===== config.mk =====
export PLATFORM = sky130hd
export DESIGN_NAME = mem_access_wb_flat
export DESIGN_NICKNAME = d
export VERILOG_FILES = /design/src/rtl/mem_access_wb_pkg.sv /design/src/rtl/mem_access_wb_if.sv /design/src/rtl/mem_lane_align.sv /design/src/rtl/mem_access_wb.sv /design/src/flat_wrapper.sv
export SDC_FILE = /design/constraint.sdc
export NUM_CORES = 1
export LEC_CHECK = 0
export ABC_CLOCK_PERIOD_IN_PS = 3900
export CORE_MARGIN = 2
export CORE_UTILIZATION = 30
export CTS_CLUSTER_SIZE = 25
export DETAILED_ROUTE_END_ITERATION = 10
export DONT_BUFFER_PORTS = 1
export PLACE_DENSITY = 0.43
export SLEW_MARGIN = 10
export SYNTH_ARGS = -nofsm -noshare
export SYNTH_HDL_FRONTEND = slang
export SYNTH_HIERARCHICAL = 1
export SYNTH_SLANG_ARGS = --single-unit
export TNS_END_PERCENT = 10

===== constraint.sdc =====
create_clock -name clk -period 3.9 [get_ports clk]
set_input_delay 0.39 -clock clk [delete_from_list [all_inputs] [get_ports clk]]
set_output_delay 0.39 -clock clk [all_outputs]
set_load 0.005 [all_outputs]

===== src/rtl/mem_access_wb_pkg.sv =====
// Shared encodings for the MEM stage: funct3 sizes, write-back sources, FSM states.
// Latency: n/a (types and constants only).
// Backpressure: n/a.
package mem_access_wb_pkg;

    // funct3 size/sign encodings (loads and stores share the low codes)
    localparam logic [2:0] LB  = 3'b000;
    localparam logic [2:0] LH  = 3'b001;
    localparam logic [2:0] LW  = 3'b010;
    localparam logic [2:0] LBU = 3'b100;
    localparam logic [2:0] LHU = 3'b101;
    localparam logic [2:0] SB  = 3'b000;
    localparam logic [2:0] SH  = 3'b001;
    localparam logic [2:0] SW  = 3'b010;

    // write-back source select
    localparam logic [1:0] WB_ALU   = 2'b00;
    localparam logic [1:0] WB_MEM   = 2'b01;
    localparam logic [1:0] WB_PC4   = 2'b10;
    localparam logic [1:0] WB_PCIMM = 2'b11;

    typedef enum logic {
        IDLE = 1'b0,
        WAIT = 1'b1
    } state_t;

    // Halfword accesses need an even address, word accesses a 4-byte aligned one.
    function automatic logic is_misaligned(input logic [2:0] funct, input logic [1:0] off);
        case (funct)
            LH, LHU: return off[0];
            LW:      return off != 2'b00;
            default: return 1'b0;
        endcase
    endfunction

endpackage


===== src/rtl/mem_access_wb_if.sv =====
// Data-memory request/ready bus between the MEM stage and the data memory.
// Latency: n/a (signal bundle only).
// Backpressure: memory holds ready low to insert wait states.
interface mem_access_wb_if;
    logic        req;
    logic        we;
    logic [31:0] addr;
    logic [31:0] wdata;
    logic [3:0]  be;
    logic        ready;
    logic [31:0] rdata;

    modport master (output req, we, addr, wdata, be, input ready, rdata);
    modport slave  (input req, we, addr, wdata, be, output ready, rdata);
endinterface


===== src/rtl/mem_lane_align.sv =====
// Byte-lane steering: store byte enables/replicated data and load extract/extend.
// Latency: purely combinational.
// Backpressure: none.
module mem_lane_align
    import mem_access_wb_pkg::*;
(
    input  logic [2:0]  funct,
    input  logic [1:0]  off,
    input  logic [31:0] st_data,
    input  logic [31:0] rdata,
    output logic [3:0]  st_be,
    output logic [31:0] st_wdata,
    output logic [31:0] ld_data
);

    logic [31:0] ld_shift;

    // addressed byte/halfword moved down to bit 0
    assign ld_shift = rdata >> {off, 3'b000};

    // store: replicate the narrow value on every lane, enable only the addressed ones
    always_comb begin
        st_be    = 4'b1111;
        st_wdata = st_data;
        case (funct)
            SB: begin
                st_be    = 4'b0001 << off;
                st_wdata = {4{st_data[7:0]}};
            end
            SH: begin
                st_be    = 4'b0011 << off;
                st_wdata = {2{st_data[15:0]}};
            end
            default: ;
        endcase
    end

    // load: extract the addressed item and sign/zero extend it
    always_comb begin
        ld_data = rdata;
        case (funct)
            LB:      ld_data = {{24{ld_shift[7]}}, ld_shift[7:0]};
            LBU:     ld_data = {24'h0, ld_shift[7:0]};
            LH:      ld_data = {{16{ld_shift[15]}}, ld_shift[15:0]};
            LHU:     ld_data = {16'h0, ld_shift[15:0]};
            default: ld_data = rdata;
        endcase
    end

endmodule


===== src/rtl/mem_access_wb.sv =====
// MEM stage: data-memory access, load/store lane alignment, write-back select, MEM/WB register.
// Latency: 1 cycle from EX/MEM to MEM/WB when memory answers in the request cycle.
// Backpressure: mem_stall freezes upstream while memory is not ready; aborts after TIMEOUT_CYC waits.
module mem_access_wb
    import mem_access_wb_pkg::*;
#(
    parameter int TIMEOUT_CYC = 16,
    parameter int CNT_W       = 5
) (
    input  logic            clk,
    input  logic            rst,
    input  logic            reg_writeM,
    input  logic [1:0]      reg_srcM,
    input  logic            mem_readM,
    input  logic            mem_writeM,
    input  logic [31:0]     rlt_outM,
    input  logic [31:0]     B_out,
    input  logic [4:0]      rd_outM,
    input  logic [2:0]      functM,
    input  logic [31:0]     pc_4M,
    input  logic [31:0]     pc_immM,
    mem_access_wb_if.master dmem,
    output logic            mem_stall,
    output logic            reg_writeW,
    output logic [4:0]      rd_outW,
    output logic [31:0]     wb_dataW,
    output logic            misalign_err,
    output logic            bus_err
);

    localparam logic [CNT_W-1:0] CNT_MAX = CNT_W'(TIMEOUT_CYC);

    state_t            state, state_nxt;
    logic [CNT_W-1:0]  cnt, cnt_nxt;
    logic [31:0]       hold_addr, hold_wdata;
    logic [3:0]        hold_be;
    logic              hold_we;
    logic              access, misaligned, abort, latch_hold;
    logic              req_c, we_c;
    logic [31:0]       addr_c, wdata_c;
    logic [3:0]        be_c;
    logic [3:0]        st_be;
    logic [31:0]       st_wdata, ld_data, wb_mux;

    assign access     = mem_readM | mem_writeM;
    assign misaligned = access & is_misaligned(functM, rlt_outM[1:0]);

    // EX/MEM stays frozen while stalled, so the live address offset is valid for load extract
    mem_lane_align u_lane_align (
        .funct    (functM),
        .off      (rlt_outM[1:0]),
        .st_data  (B_out),
        .rdata    (dmem.rdata),
        .st_be    (st_be),
        .st_wdata (st_wdata),
        .ld_data  (ld_data)
    );

    // next state, wait counter, bus drive and stall
    always_comb begin
        state_nxt  = state;
        cnt_nxt    = cnt;
        abort      = 1'b0;
        latch_hold = 1'b0;
        mem_stall  = 1'b0;
        req_c      = 1'b0;
        we_c       = mem_writeM;
        addr_c     = {rlt_outM[31:2], 2'b00};
        wdata_c    = st_wdata;
        be_c       = st_be;
        case (state)
            IDLE: begin
                req_c = access & ~misaligned;
                if (req_c && !dmem.ready) begin
                    latch_hold = 1'b1;
                    mem_stall  = 1'b1;
                    state_nxt  = WAIT;
                    cnt_nxt    = CNT_W'(1);
                end
            end
            WAIT: begin
                req_c   = 1'b1;
                we_c    = hold_we;
                addr_c  = hold_addr;
                wdata_c = hold_wdata;
                be_c    = hold_be;
                if (dmem.ready) begin
                    state_nxt = IDLE;
                    cnt_nxt   = '0;
                end else if (cnt == CNT_MAX) begin
                    // give up: release the pipe and retire without a register write
                    abort     = 1'b1;
                    state_nxt = IDLE;
                    cnt_nxt   = '0;
                end else begin
                    mem_stall = 1'b1;
                    cnt_nxt   = cnt + 1'b1;
                end
            end
            default: state_nxt = IDLE;
        endcase
        // reset drops an in-flight request immediately
        if (rst) begin
            req_c     = 1'b0;
            mem_stall = 1'b0;
        end
    end

    assign dmem.req   = req_c;
    assign dmem.we    = we_c;
    assign dmem.addr  = addr_c;
    assign dmem.wdata = wdata_c;
    assign dmem.be    = be_c;

    // FSM state and wait counter
    always_ff @(posedge clk or posedge rst) begin
        if (rst) begin
            state <= IDLE;
            cnt   <= '0;
        end else begin
            state <= state_nxt;
            cnt   <= cnt_nxt;
        end
    end

    // capture the request when it first has to wait so it is replayed unchanged
    always_ff @(posedge clk or posedge rst) begin
        if (rst) begin
            hold_addr  <= '0;
            hold_wdata <= '0;
            hold_be    <= '0;
            hold_we    <= 1'b0;
        end else if (latch_hold) begin
            hold_addr  <= addr_c;
            hold_wdata <= wdata_c;
            hold_be    <= be_c;
            hold_we    <= we_c;
        end
    end

    // write-back source select
    always_comb begin
        case (reg_srcM)
            WB_ALU:   wb_mux = rlt_outM;
            WB_MEM:   wb_mux = ld_data;
            WB_PC4:   wb_mux = pc_4M;
            WB_PCIMM: wb_mux = pc_immM;
            default:  wb_mux = rlt_outM;
        endcase
    end

    // MEM/WB register: bubble while stalled, retire otherwise; error pulses
    always_ff @(posedge clk or posedge rst) begin
        if (rst) begin
            reg_writeW   <= 1'b0;
            rd_outW      <= '0;
            wb_dataW     <= '0;
            misalign_err <= 1'b0;
            bus_err      <= 1'b0;
        end else begin
            misalign_err <= misaligned;
            bus_err      <= abort;
            if (mem_stall) begin
                reg_writeW <= 1'b0;
            end else begin
                reg_writeW <= reg_writeM & ~misaligned & ~abort & (rd_outM != 5'd0);
                rd_outW    <= rd_outM;
                wb_dataW   <= wb_mux;
            end
        end
    end

endmodule

===== src/flat_wrapper.sv =====
// flat-port wrapper written by rule: the top's interface ports become plain ports
module mem_access_wb_flat import mem_access_wb_pkg::*;
#(
    parameter int TIMEOUT_CYC = 16,
    parameter int CNT_W       = 5
)
  (clk, rst, reg_writeM, reg_srcM, mem_readM, mem_writeM, rlt_outM, B_out, rd_outM, functM, pc_4M, pc_immM, mem_stall, reg_writeW, rd_outW, wb_dataW, misalign_err, bus_err, dmem_req, dmem_we, dmem_addr, dmem_wdata, dmem_be, dmem_ready, dmem_rdata);
  mem_access_wb_if dmem_i ();
  input  logic clk;
  input  logic rst;
  input  logic reg_writeM;
  input  logic [1:0] reg_srcM;
  input  logic mem_readM;
  input  logic mem_writeM;
  input  logic [31:0] rlt_outM;
  input  logic [31:0] B_out;
  input  logic [4:0] rd_outM;
  input  logic [2:0] functM;
  input  logic [31:0] pc_4M;
  input  logic [31:0] pc_immM;
  output logic mem_stall;
  output logic reg_writeW;
  output logic [4:0] rd_outW;
  output logic [31:0] wb_dataW;
  output logic misalign_err;
  output logic bus_err;
  output wire logic [$bits(dmem_i.req)-1:0] dmem_req;
  output wire logic [$bits(dmem_i.we)-1:0] dmem_we;
  output wire logic [$bits(dmem_i.addr)-1:0] dmem_addr;
  output wire logic [$bits(dmem_i.wdata)-1:0] dmem_wdata;
  output wire logic [$bits(dmem_i.be)-1:0] dmem_be;
  input wire logic [$bits(dmem_i.ready)-1:0] dmem_ready;
  input wire logic [$bits(dmem_i.rdata)-1:0] dmem_rdata;
  assign dmem_req = dmem_i.req;
  assign dmem_we = dmem_i.we;
  assign dmem_addr = dmem_i.addr;
  assign dmem_wdata = dmem_i.wdata;
  assign dmem_be = dmem_i.be;
  assign dmem_i.ready = dmem_ready;
  assign dmem_i.rdata = dmem_rdata;
  mem_access_wb #(.TIMEOUT_CYC(TIMEOUT_CYC), .CNT_W(CNT_W)) u_core (.clk(clk), .rst(rst), .reg_writeM(reg_writeM), .reg_srcM(reg_srcM), .mem_readM(mem_readM), .mem_writeM(mem_writeM), .rlt_outM(rlt_outM), .B_out(B_out), .rd_outM(rd_outM), .functM(functM), .pc_4M(pc_4M), .pc_immM(pc_immM), .dmem(dmem_i), .mem_stall(mem_stall), .reg_writeW(reg_writeW), .rd_outW(rd_outW), .wb_dataW(wb_dataW), .misalign_err(misalign_err), .bus_err(bus_err));
endmodule

==> results.py <==
metrics = {
    "run_status": {
        "status": "completed",
    },
    "setup_path": {
        "crit_path_start_kind": "flip-flop",
        "worstReg2RegEnd": "u_core/reg_writeW",
        "rrSetupSlack_ns": 1.56,
        "r2r_cells": 8,
        "startpoint": "u_core/cnt[0]",
        "r2r_start": "u_core/cnt[0]",
        "critPathMaxFanout": 33,
        "crit_type": "flip-flop to output port",
        "cp.arrival_ns": 2.31,
        "cp.required_ns": 3.51,
        "crit_path_end_kind": "output port",
    },
    "synthesis": {
        "synth_fp_nets": 778,
        "synth_cell_types": 53,
        "synth_top_area_share_pct": 37.0,
        "async_flop_share_pct": 100,
        "synth_edf_count": 0,
        "synth_seq_area_share_pct": 37.0,
        "yosysTopAreaCell": "dfrtp_1",
        "ys_warn_count": 6,
        "synthesis.area_um2": 7780,
        "syn_inst": 600,
        "synth_seq_cells": 115,
        "synth_flop_cell": "dfrtp_1",
        "yosys-top-cells-count": "mux2_2 (120), dfrtp_1 (115), mux2_4 (68), nand2_1 (68), mux4_2 (33)",
        "synthTopCellsByArea": "dfrtp_1 (37%), mux2_2 (17%), mux2_4 (13%), mux4_2 (9.6%), nand2_1 (3.3%)",
        "yosys.cell_count.top_type": "mux2_2",
        "post_synth.cell_area_avg_um2": 13.0,
    },
    "layout": {
        "drive_above_1_share_pct": 49.3,
        "finalNetCount": 745,
        "fin_util_pct": 33.2,
        "fillCellCount": 2462,
        "area_growth_pct": 8.17,
    },
    "cts": {
        "cts_max_path_buffers": 2,
        "clkTransAtPathRegs_ns": 0.06,
        "clock_sinks": 115,
        "cts_resized": 0,
        "cts_hold_buf": 0,
        "cts_tree": "built",
        "clock_latency_ns": 0.41,
        "htree_levels": 4,
        "cts_root_buf": "clkbuf_16",
        "post_cts_buffers": 0,
        "cts_buffers": 17,
    },
    "power_and_ir_drop": {
        "p_clk_share_pct": 34.4,
        "power_switching_uw": 1260,
        "pwr-share-comb_pct": 26.7,
        "internal_power_uw": 3260,
        "switching_share_pct": 28.0,
        "powerDensity_nw_per_um2": 537,
        "power_frac_seq_pct": 38.9,
        "leakage_uw": 0.00362,
        "ir_worst_vdd_mv": 0.263,
    },
    "floorplan": {
        "die_w_um": 165,
        "ioPinCount": 287,
        "design.core.area_um2": 25300,
        "die_y_um": 165,
        "start_util_pct": 30.7,
        "dieArea_um2": 27200,
        "row_count": 58,
    },
    "detailed_routing": {
        "num_vias": 4847,
        "wl_per_cell_um": 25.9,
        "ant_nets": 0,
        "first_pass_iters": 4,
        "first_iter_violations": 299,
        "drcViolationCount": 0,
        "routed_wl_um": 23600,
        "via_per_inst": 5.32,
    },
    "timing": {
        "tightest_slew_ns": 1.00,
        "max-slew-margin-rel_pct": 33.0,
        "tns_ns": 0,
        "clock_skew_ns": 0.00666,
        "hold_viol": 0,
        "setup_viol": 0,
        "rsz0062_at_grt": "no",
        "drv_slew": 0,
        "finalCritPeriodShare_pct": 69.2,
        "max_freq_ghz": 0.370,
        "min_period_ns": 2.70,
    },
    "global_route": {
        "grt_overflow": 0,
        "grt_max_degree": 67,
        "grt_antenna_before_repair": 0,
        "grt_pass1_wl_um": 33800,
        "grt_util_all_layers_pct": 16.9,
        "grt_pass1_vias": 5283,
    },
    "min_path": {
        "hold_end": "u_core/bus_err",
        "hold_depth": 1,
        "hp-class": "primary input to flip-flop",
        "hp-start": "dmem_ready",
    },
    "placed_design": {
        "dp_hpwl_um": 17200,
        "place.gp.congestion": 0.818,
        "io_buffer_count": 0,
    },
    "job": {
        "drv_cap": 0,
    },
}
layout by cell type (no fill, tap or decap), types with 2 or more instances in the layout:
cell,count
nor2_1,6
nor2b_1,2
clkbuf_16,17
a21oi_1,3
mux2i_1,16
inv_1,12
o211ai_1,7
mux2_2,120
a22oi_1,7
o21ai_0,20
clkinvlp_4,4
buf_4,4
clkbuf_1,3
o31ai_1,7
o2bb2ai_1,2
o211ai_2,9
clkbuf_8,2
nand3_1,4
clkinv_2,5
xor2_1,2
mux4_2,33
nand2_1,68
ha_1,2
dfrtp_1,114
and2_1,4
nand3b_1,2
bufinv_16,2
mux2_4,68
o221a_2,7
nor3_1,2
cell type report:
type | instances | area, µm² | share of cell area [%]
clock inverter | 10 | 108 | 1.28
sequential | 115 | 2880 | 34.2
multi-input combinational | 414 | 4440 | 52.8
timing repair buffer | 5 | 50.0 | 0.595
clock buffer | 22 | 464 | 5.52
tap | 330 | 413 | 4.91
antenna | 1 | 2.50 | 0.0297
inverter | 14 | 56.3 | 0.669
power by group through the flow:
stage,Combinational (µW),Clock (µW),Sequential (µW)
3_5_place_dp,1230,0,1760
6_report,1210,1560,1760
5_1_grt,1300,1660,1800
2_1_floorplan,1090,0,1690
3_3_place_gp,1200,0,1760
4_1_cts,1230,1600,1750
critical path, stage by stage, from the launching register on:
cell and delay (ns):
dfrtp_1 0.41, inv_1 0.11, ha_1 0.17, nand4bb_1 0.20
and4_1 0.30, a21oi_4 0.10, buf_4 0.43, inv_2 0.18
flip-flops by register name, indices dropped and copies added, names as in the netlist:
| name | count |
|---|---|
| u_core/reg_writeW | 1 |
| u_core/cnt | 5 |
| u_core/hold_we | 1 |
| u_core/rd_outW | 5 |
| u_core/hold_wdata | 32 |
| u_core/misalign_err | 1 |
| u_core/hold_addr | 32 |
| u_core/bus_err | 1 |
| u_core/state | 1 |
| u_core/wb_dataW | 32 |
| u_core/hold_be | 4 |
kinds of logic after synthesis:
kind of cell | after synthesis | synth area share [%]
adder cells (fa/ha/maj) | 2 | 0.322
buffers and inverters | 71 | 5.93
multiplexers | 238 | 42.2
AO/OA/AOI/OAI | 70 | 7.53
XOR/XNOR | 2 | 0.225
AND/OR/NAND/NOR | 102 | 6.75
flip-flops | 115 | 37.0
metal layers:
metal  wire length (µm)  GRT usage, %
met1               9140          19.2
met2              11500          28.0
met3               2600          8.06
met4                413          5.30
met5                  0             0
worst max path at each step:
stage	to	slack (ns)	depth (start not counted)
floorplan	u_core/wb_dataW[20]	0.38	5
global placement	u_core/wb_dataW[21]	1.35	5
detailed placement	u_core/wb_dataW[21]	1.28	5
CTS	mem_stall	1.13	7
global route	mem_stall	0.96	7
finish	mem_stall	1.20	7
per-stage QoR:
| step | worst slack [ns] | hold WS, ns | area, µm² | power, µW | std cells |
|---|---|---|---|---|---|
| 2_1_floorplan | 0.385 | 0.445 | 7780 | 2790 | 600 |
| 3_3_place_gp | 1.35 | 0.467 | 7840 | 2960 | 878 |
| 3_5_place_dp | 1.28 | 0.467 | 7840 | 2990 | 878 |
| 4_1_cts | 1.13 | 0.0515 | 8410 | 4590 | 910 |
| 5_1_grt | 0.965 | 0.0477 | 8410 | 4760 | 910 |
| 6_report | 1.20 | 0.0759 | 8420 | 4520 | 911 |
No activity file was read; power rests on OpenSTA's default activity.
